<file path="src/rtl/ccff_loader.sv">
// ---------------------------------------------------------------------------
// ccff_loader
// Loads the configuration chain of one tile (connection block plus its I/O
// grid). The I/O stays isolated for ISO_CYCLES before the first shift and
// after the last shift. The bitstream streams into ccff_head over a
// valid/ready handshake. Isolation is released only after a successful load.
//
// Ports
//   prog_clk      : clock; all logic runs on its rising edge
//   prog_reset    : synchronous, active-high reset
//   start         : single-cycle load request (ignored while busy)
//   abort         : cancels a load in progress
//   bs_valid      : bitstream bit available
//   bs_data       : bitstream bit
//   bs_ready      : loader accepts a bit this cycle
//   ccff_head     : serial data to the chain head
//   ccff_shift_en : chain clock enable, one pulse per accepted bit
//   isol_n        : I/O isolation, active-low
//   busy          : load in progress
//   done          : sticky, last load completed
//   err           : sticky, last load failed
//   err_code      : failure cause, 01 timeout, 10 abort
// ---------------------------------------------------------------------------
module ccff_loader #(
    parameter int unsigned CHAIN_LEN  = 64,
    parameter int unsigned ISO_CYCLES = 4,
    parameter int unsigned TIMEOUT    = 255
) (
    input  logic       prog_clk,
    input  logic       prog_reset,
    input  logic       start,
    input  logic       abort,
    input  logic       bs_valid,
    input  logic       bs_data,
    output logic       bs_ready,
    output logic       ccff_head,
    output logic       ccff_shift_en,
    output logic       isol_n,
    output logic       busy,
    output logic       done,
    output logic       err,
    output logic [1:0] err_code
);

    localparam int unsigned BIT_W   = $clog2(CHAIN_LEN + 1);
    localparam int unsigned ISO_W   = (ISO_CYCLES > 0) ? $clog2(ISO_CYCLES + 1) : 1;
    localparam int unsigned STALL_W = (TIMEOUT > 0) ? $clog2(TIMEOUT + 1) : 1;

    localparam logic [BIT_W-1:0]   BIT_LOAD   = BIT_W'(CHAIN_LEN);
    localparam logic [ISO_W-1:0]   ISO_LOAD   = ISO_W'(ISO_CYCLES);
    localparam logic [STALL_W-1:0] STALL_MAX  = STALL_W'(TIMEOUT);
    localparam logic [STALL_W-1:0] STALL_LAST = (TIMEOUT > 0) ? STALL_W'(TIMEOUT - 1) : '0;

    localparam logic [1:0] ERR_TIMEOUT = 2'b01;
    localparam logic [1:0] ERR_ABORT   = 2'b10;

    typedef enum logic [2:0] {
        S_IDLE,
        S_PRE_ISO,
        S_SHIFT,
        S_POST_ISO,
        S_ERR
    } state_t;

    state_t               r_state;
    logic [BIT_W-1:0]     r_bit_cnt;
    logic [ISO_W-1:0]     r_iso_cnt;
    logic [STALL_W-1:0]   r_stall_cnt;
    logic                 r_bs_ready;
    logic                 r_head;
    logic                 r_shift_en;
    logic                 r_isol_n;
    logic                 r_busy;
    logic                 r_done;
    logic                 r_err;
    logic [1:0]           r_err_code;

    logic                 w_active;
    logic                 w_abort;
    logic                 w_xfer;
    logic                 w_stall_hit;

    // Abort only matters while a load is running; it also suppresses any transfer.
    assign w_active    = (r_state == S_PRE_ISO) || (r_state == S_SHIFT) || (r_state == S_POST_ISO);
    assign w_abort     = abort && w_active;
    assign w_xfer      = r_bs_ready && bs_valid;
    // This stall cycle is the one that brings the stall count up to TIMEOUT.
    assign w_stall_hit = !bs_valid && (r_stall_cnt >= STALL_LAST);

    // Load sequencer with registered outputs.
    always_ff @(posedge prog_clk) begin
        if (prog_reset) begin
            r_state     <= S_IDLE;
            r_bit_cnt   <= '0;
            r_iso_cnt   <= '0;
            r_stall_cnt <= '0;
            r_bs_ready  <= 1'b0;
            r_head      <= 1'b0;
            r_shift_en  <= 1'b0;
            r_isol_n    <= 1'b0;
            r_busy      <= 1'b0;
            r_done      <= 1'b0;
            r_err       <= 1'b0;
            r_err_code  <= 2'b00;
        end else begin
            r_shift_en <= 1'b0;
            if (w_abort) begin
                r_state    <= S_ERR;
                r_err      <= 1'b1;
                r_err_code <= ERR_ABORT;
                r_busy     <= 1'b0;
                r_bs_ready <= 1'b0;
                r_isol_n   <= 1'b0;
            end else begin
                case (r_state)
                    S_IDLE, S_ERR: begin
                        if (start) begin
                            r_state     <= S_PRE_ISO;
                            r_busy      <= 1'b1;
                            r_isol_n    <= 1'b0;
                            r_done      <= 1'b0;
                            r_err       <= 1'b0;
                            r_err_code  <= 2'b00;
                            r_bit_cnt   <= BIT_LOAD;
                            r_iso_cnt   <= ISO_LOAD;
                            r_stall_cnt <= '0;
                        end
                    end
                    S_PRE_ISO: begin
                        if (r_iso_cnt != '0) begin
                            r_iso_cnt <= r_iso_cnt - ISO_W'(1);
                        end
                        if (r_iso_cnt <= ISO_W'(1)) begin
                            r_state    <= S_SHIFT;
                            r_bs_ready <= 1'b1;
                        end
                    end
                    S_SHIFT: begin
                        if (w_xfer) begin
                            r_head      <= bs_data;
                            r_shift_en  <= 1'b1;
                            r_bit_cnt   <= r_bit_cnt - BIT_W'(1);
                            r_stall_cnt <= '0;
                            // Last bit of the chain: close the handshake and guard the exit.
                            if (r_bit_cnt == BIT_W'(1)) begin
                                r_state    <= S_POST_ISO;
                                r_iso_cnt  <= ISO_LOAD;
                                r_bs_ready <= 1'b0;
                            end
                        end else if (w_stall_hit) begin
                            r_stall_cnt <= STALL_MAX;
                            r_state     <= S_ERR;
                            r_err       <= 1'b1;
                            r_err_code  <= ERR_TIMEOUT;
                            r_busy      <= 1'b0;
                            r_bs_ready  <= 1'b0;
                        end else if (!bs_valid) begin
                            r_stall_cnt <= r_stall_cnt + STALL_W'(1);
                        end
                    end
                    S_POST_ISO: begin
                        if (r_iso_cnt != '0) begin
                            r_iso_cnt <= r_iso_cnt - ISO_W'(1);
                        end
                        if (r_iso_cnt <= ISO_W'(1)) begin
                            r_state  <= S_IDLE;
                            r_busy   <= 1'b0;
                            r_done   <= 1'b1;
                            r_isol_n <= 1'b1;
                        end
                    end
                    default: begin
                        r_state <= S_IDLE;
                    end
                endcase
            end
        end
    end

    assign bs_ready      = r_bs_ready;
    assign ccff_head     = r_head;
    assign ccff_shift_en = r_shift_en;
    assign isol_n        = r_isol_n;
    assign busy          = r_busy;
    assign done          = r_done;
    assign err           = r_err;
    assign err_code      = r_err_code;

endmodule

</file>
<file path="config.mk">
export PLATFORM = sky130hd
export DESIGN_NAME = ccff_loader
export DESIGN_NICKNAME = d
export VERILOG_FILES = /design/src/rtl/ccff_loader.sv
export SDC_FILE = /design/constraint.sdc
export NUM_CORES = 1
export LEC_CHECK = 0
export CELL_PAD_IN_SITES_DETAIL_PLACEMENT = 1
export CELL_PAD_IN_SITES_GLOBAL_PLACEMENT = 1
export CORE_UTILIZATION = 45
export CTS_BUF_LIST = sky130_fd_sc_hd__clkbuf_4 sky130_fd_sc_hd__clkbuf_8 sky130_fd_sc_hd__clkbuf_16
export DETAILED_ROUTE_END_ITERATION = 8
export GPL_TIMING_DRIVEN = 0
export PLACE_DENSITY_LB_ADDON = 0.05
export SKIP_LAST_GASP = 1
export SYNTH_ARGS = -nofsm -noshare
export SYNTH_HDL_FRONTEND = slang
export SYNTH_SLANG_ARGS = --single-unit
</file>
<file path="constraint.sdc">
create_clock -name prog_clk -period 4.6 [get_ports prog_clk]
set_clock_uncertainty 0.2 [all_clocks]
set_input_delay 1.38 -clock prog_clk [delete_from_list [all_inputs] [get_ports prog_clk]]
set_output_delay 1.38 -clock prog_clk [all_outputs]
set_load 0.01 [all_outputs]
</file>
; Yosys cells after proc, flatten, opt, wreduce, memory -nomap -nowiden
; Index checks and enable logic that the tools add are counted.
[classes]
addsub = 3
reduce_logical = 30
magnitude_cmp = 2
bitwise_logic = 2
mux = 42
eq_ne = 23
[op_table]
columns = cell, count
row1 = 3-bit two-way mux, 11
row2 = 8-bit two-way mux, 4
row3 = 4-bit AND reduction, 6
row4 = 8-bit one-hot mux with 2 select lines, 1
row5 = 5-bit AND reduction, 3
row6 = 7-bit two-way mux, 2
row7 = 7-bit one-hot mux with 2 select lines, 1
row8 = 1-bit two-way mux, 12
row9 = "3-bit inequality test, second input constant", 4
row10 = 3-bit one-hot mux with 4 select lines, 1
row11 = 3-bit nonzero test, 4
row12 = "3-bit by 2-bit inequality test with 1-bit output, second input constant", 3
row13 = 3-bit one-hot mux with 3 select lines, 1
row14 = "8-bit by 1-bit adder with 8-bit output, second input constant", 1
row15 = "8-bit >= comparator, second input constant", 1
row16 = 2-bit two-way mux, 4
row17 = "2-bit by 1-bit inequality test with 1-bit output, second input constant", 4
row18 = "2-bit inequality test, second input constant", 4
row19 = "4-bit inequality test, second input constant", 2
row20 = "7-bit by 1-bit equality test with 1-bit output, second input constant", 1
row21 = "7-bit by 1-bit subtractor with 7-bit output, second input constant", 1
row22 = "3-bit by 2-bit equality test with 1-bit output, second input constant", 2
row23 = 1-bit one-hot mux with 2 select lines, 3
row24 = 3-bit AND reduction, 2
row25 = other kinds (16), 24
[totals]
word_cells = 116
inputBits = 6
reg_bits = 30

; Longest topological paths before layout
[logic_depth]
word_depth = 6
ltp_mapped = 8
mapped_depth_nobuf = 7

; Least setup slack after synthesis
; OpenSTA, ideal clock, no wires.
[synth_timing]
kind = input port to flip-flop
from = in abort
to = reg r_stall_cnt[6]
path_buffers = 1
setup_slack_ns = 1.541
t_arrival_ns = 2.773
t_required_ns = 4.314
cell_stages = 6
setup_time_ns = 0.086
path_cell_list = clkbuf_1 > nor3b_1 > nor2_1 > nor3_1 > a41oi_1 > a211oi_1
[synth_via]
elab_chain_cells = 3
[synth_rtl]
columns = item, line
row1 = start: declaration, 32  ; input logic abort,
row2 = 1-bit logical AND, 85  ; assign w_abort = abort && w_active;
row3 = 1-bit inverter (no line), --
row4 = 4-bit AND reduction (no line), --
row5 = end signal: assignment, 158  ; r_stall_cnt <= r_stall_cnt + STALL_W'(1);
row6 = end: declaration, 68  ; logic [STALL_W-1:0] r_stall_cnt;
; No other way between the ends.
; A chain may end at the register's enable or synchronous reset.

; Worst setup path in the final report
[layout_timing]
from = in start
to = reg r_stall_cnt[7]
[layout_via]
elab_chain_cells = 2
[layout_rtl]
columns = item, line
row1 = start: declaration, 31  ; input logic start,
row2 = 2-bit inequality test (no line), --
row3 = 4-bit AND reduction (no line), --
; No other way between the ends.

==> out/metrics.csv <==
stage;metric;value;unit
global_route;grt_pass1_vias;1640;
worst_setup_path;end_kind;register;
clock_network;cts-root-buf;clkbuf_4;
logic_synthesis;synth_area_leaders;dfxtp_1, a21oi_1, nor2_1, ha_1, nor3_1;
global_route;grt_max_degree;11;
placed_design;dpl-instance-area;1810;um^2
global_route;antenna_found_initial;0;
pwr;leakage;0.000660;uW
die;dieArea;3860;um^2
drt;vias_per_cell;5.85;
logic_synthesis;synth-seq-cells;30;
pwr;swShare;0.415;
worst_setup_path;worstSetupPathType;in -> reg;
logic_synthesis;netlist.area_leader.share;0.369;
die;die_y;62.1;um
logic_synthesis;ys.flop_type;dfxtp_1;
drt;wl_per_cell;16.5;um
pwr;seqPwrFrac;0.338;
worst_setup_path;reg2reg_to;r_stall_cnt[7]$_SDFFE_PP0P_;
die;io_pins;15;
placed_design;io_buffers;12;
hold_path;hp-class;reg -> reg;
worst_setup_path;cp.required;4670;ps
global_route;track_usage;0.255;
worst_setup_path;cpMaxStageDelayCell;nor3_1;
sta;slew_violations;0;
pwr;pwr-share-clk;0.192;
drt;drc;0;
worst_setup_path;path_cells;clkdlybuf4s50_1, nor2b_1, nor2_1, nor3_1, o211ai_1, a211oi_1;
worst_setup_path;critical_path_peak_fanout;9;
clock_network;cts_tree;done;
sta;finalSetupViolations;0;
logic_synthesis;async_flop_share;0;
worst_setup_path;ff2ff_setup_slack;1970;ps
hold_path;min_from;r_stall_cnt[7]$_SDFFE_PP0P_;
sta;period_share;0.770;
drt;num_vias;1591;
logic_synthesis;synth_area_per_cell;7.90;um^2
logic_synthesis;synth.largest_area_cell;dfxtp_1;
global_route;overflow;0;
drt;wl;4480;um
sta;max_freq;0.282;GHz
die;core_area;3390;um^2
finish;fin_nets;238;
worst_setup_path;max_stage_delay;860;ps
sta;period_needed;3540;ps
pwr;power.density;587;nW/um^2
clock_network;cts_made_buffers;5;
sta;tightest_slew;1060;ps
hold_path;holdPathEnd;r_stall_cnt[7]$_SDFFE_PP0P_;
logic_synthesis;yosysWarnings;0;
die;initial_utilization;0.480;
worst_setup_path;cp.arrival;3610;ps
logic_synthesis;ys_types;44;
placed_design;gp_congestion;0.824;
global_route;grt_pass1_wl;7710;um
drt;drtIter0Drc;98;
logic_synthesis;synth_seq_area_share;0.369;
pwr;pwr-share-comb;0.471;
clock_network;cts_resized;0;
placed_design;dp_hpwl;3390;um
die;die_w;62.1;um
pwr;p_int;647;uW
clock_network;post_cts_buffers;0;
pwr;fin_total_pwr;1110;uW
clock_network;clk_path_buf_depth;2;
clock_network;clock-sinks;30;
drt;ant_nets;0;
logic_synthesis;synth-edff-count;0;
die;rows;21;
finish;design_area;1880;um^2
sta;rsz0062_at_grt;false;
pwr;p_sw;458;uW
clock_network;h-tree-depth;2;
logic_synthesis;synthesis.nets;219;
finish;final_cell_mix;dfxtp_1, nor2_1, a21oi_1;
clock_network;ctsHoldBuffers;0;
sta;setup-tns-final;0;ps
clock_network;clock_latency;350;ps
finish;final_common_cell;dfxtp_1;
worst_setup_path;reg2regPathDepth;6;
finish;insertedDiodeCount;0;
worst_setup_path;r2r-start;r_state[2]$_SDFFE_PP0P_;
finish;syn_to_final_growth;15.7;%
run;cap_violations;0;
finish;drive_above_1_share;0.0664;
drt;first_pass_iters;4;
worst_setup_path;cp-start-kind;input port;
clock_network;clkTransAtPathRegs;110;ps
hold_path;hold_depth;2;
sta;relSlewSlack;0.286;
logic_synthesis;syn_area;1630;um^2
logic_synthesis;synthCells;206;
outcome;status;completed;
finish;fillers;430;
sta;hold_viol_final;0;
pwr;ir_drop;0.258;mV
logic make-up (layout without fill, tap and decap cells):
kind of cell	Yosys count	count (layout)	synth area share
AOI/OAI and AO/OA	49	49	0.195
xor gates and xnor gates	6	6	0.0323
adders and majority gates	7	7	0.0538
buffers and inverters	19	39	0.0438
DFF	30	30	0.369
muxes	2	2	0.0123
and+or+nand+nor	93	93	0.294
power groups by stage:
| stage | Sequential, uW | Combinational, uW | Clock [uW] |
|---|---|---|---|
| floorplan | 370 | 371 | 0 |
| global placement | 370 | 489 | 0 |
| detailed placement | 378 | 517 | 0 |
| CTS | 372 | 523 | 217 |
| global route | 381 | 583 | 223 |
| finish | 373 | 520 | 212 |
layout make-up:
class / count / area, um^2 / share of cell area
sequential: 30 / 601 / 0.319
clock buffer: 5 / 37.5 / 0.0199
tap: 46 / 57.6 / 0.0306
buffer: 10 / 37.5 / 0.0199
inverter: 9 / 33.8 / 0.0179
multi-input combinational: 157 / 956 / 0.508
clock inverter: 3 / 40.0 / 0.0213
timing repair buffer: 12 / 120 / 0.0638
stage by stage:
| stage | cells | setup slack, ps | utilization | hold slack, ps |
|---|---|---|---|---|
| 2_1_floorplan | 206 | 1540 | - | 230 |
| 3_3_place_gp | 264 | 852 | 0.533 | 246 |
| 3_5_place_dp | 264 | 758 | 0.533 | 260 |
| 4_1_cts | 272 | 1040 | 0.556 | 279 |
| 5_1_grt | 272 | 850 | 0.556 | 305 |
| 6_report | 272 | 1060 | 0.556 | 276 |
cell usage after synthesis (2+ instances only):
master / count
a31oi_1: 3
nand2_1: 16
nor3_1: 12
and3_1: 2
nor4b_1: 2
and2_1: 2
xnor2_1: 6
dfxtp_1: 30
a311oi_1: 2
nand3_1: 8
inv_1: 9
ha_1: 7
nor3b_1: 5
clkbuf_1: 9
mux2i_1: 2
a211oi_1: 4
nor2b_1: 2
nor2_1: 28
nand2b_1: 3
or3_1: 4
o21ai_0: 4
o211ai_1: 2
a21oi_1: 21
o21ba_2: 3
how the worst max path moves through the flow:
stage           from                          end  depth (start not counted)
2_1_floorplan  abort  r_stall_cnt[6]$_SDFFE_PP0P_                          6
3_3_place_gp   start  r_stall_cnt[7]$_SDFFE_PP0P_                          6
3_5_place_dp   start  r_stall_cnt[7]$_SDFFE_PP0P_                          6
4_1_cts        start  r_stall_cnt[7]$_SDFFE_PP0P_                          6
5_1_grt        start  r_stall_cnt[7]$_SDFFE_PP0P_                          6
6_report       start  r_stall_cnt[7]$_SDFFE_PP0P_                          6
routing by layer:
layer / wire, um / track usage / part of all wire
met3: 163 / 0.0588 / 0.036
met4: 96 / 0.0959 / 0.021
met2: 2270 / 0.442 / 0.51
met5: 0 / 0 / 0
met1: 1940 / 0.304 / 0.43
worst max-delay path, delay by kind of cell:
kind / cells / cell delay (ps)
AND/OR/NAND/NOR: 3 / 1160
buffers and inverters: 1 / 540
AO/OA/AOI/OAI: 2 / 530
state kept, by name, indices dropped and copies added (netlist names):
name and cells:
r_bit_cnt 7, r_state 3, bs_ready 1, done 1, err 1, ccff_head 1
busy 1, ccff_shift_en 1, r_stall_cnt 8, r_iso_cnt 3, isol_n 1, err_code 2
(Power assumes the default switching activity.)
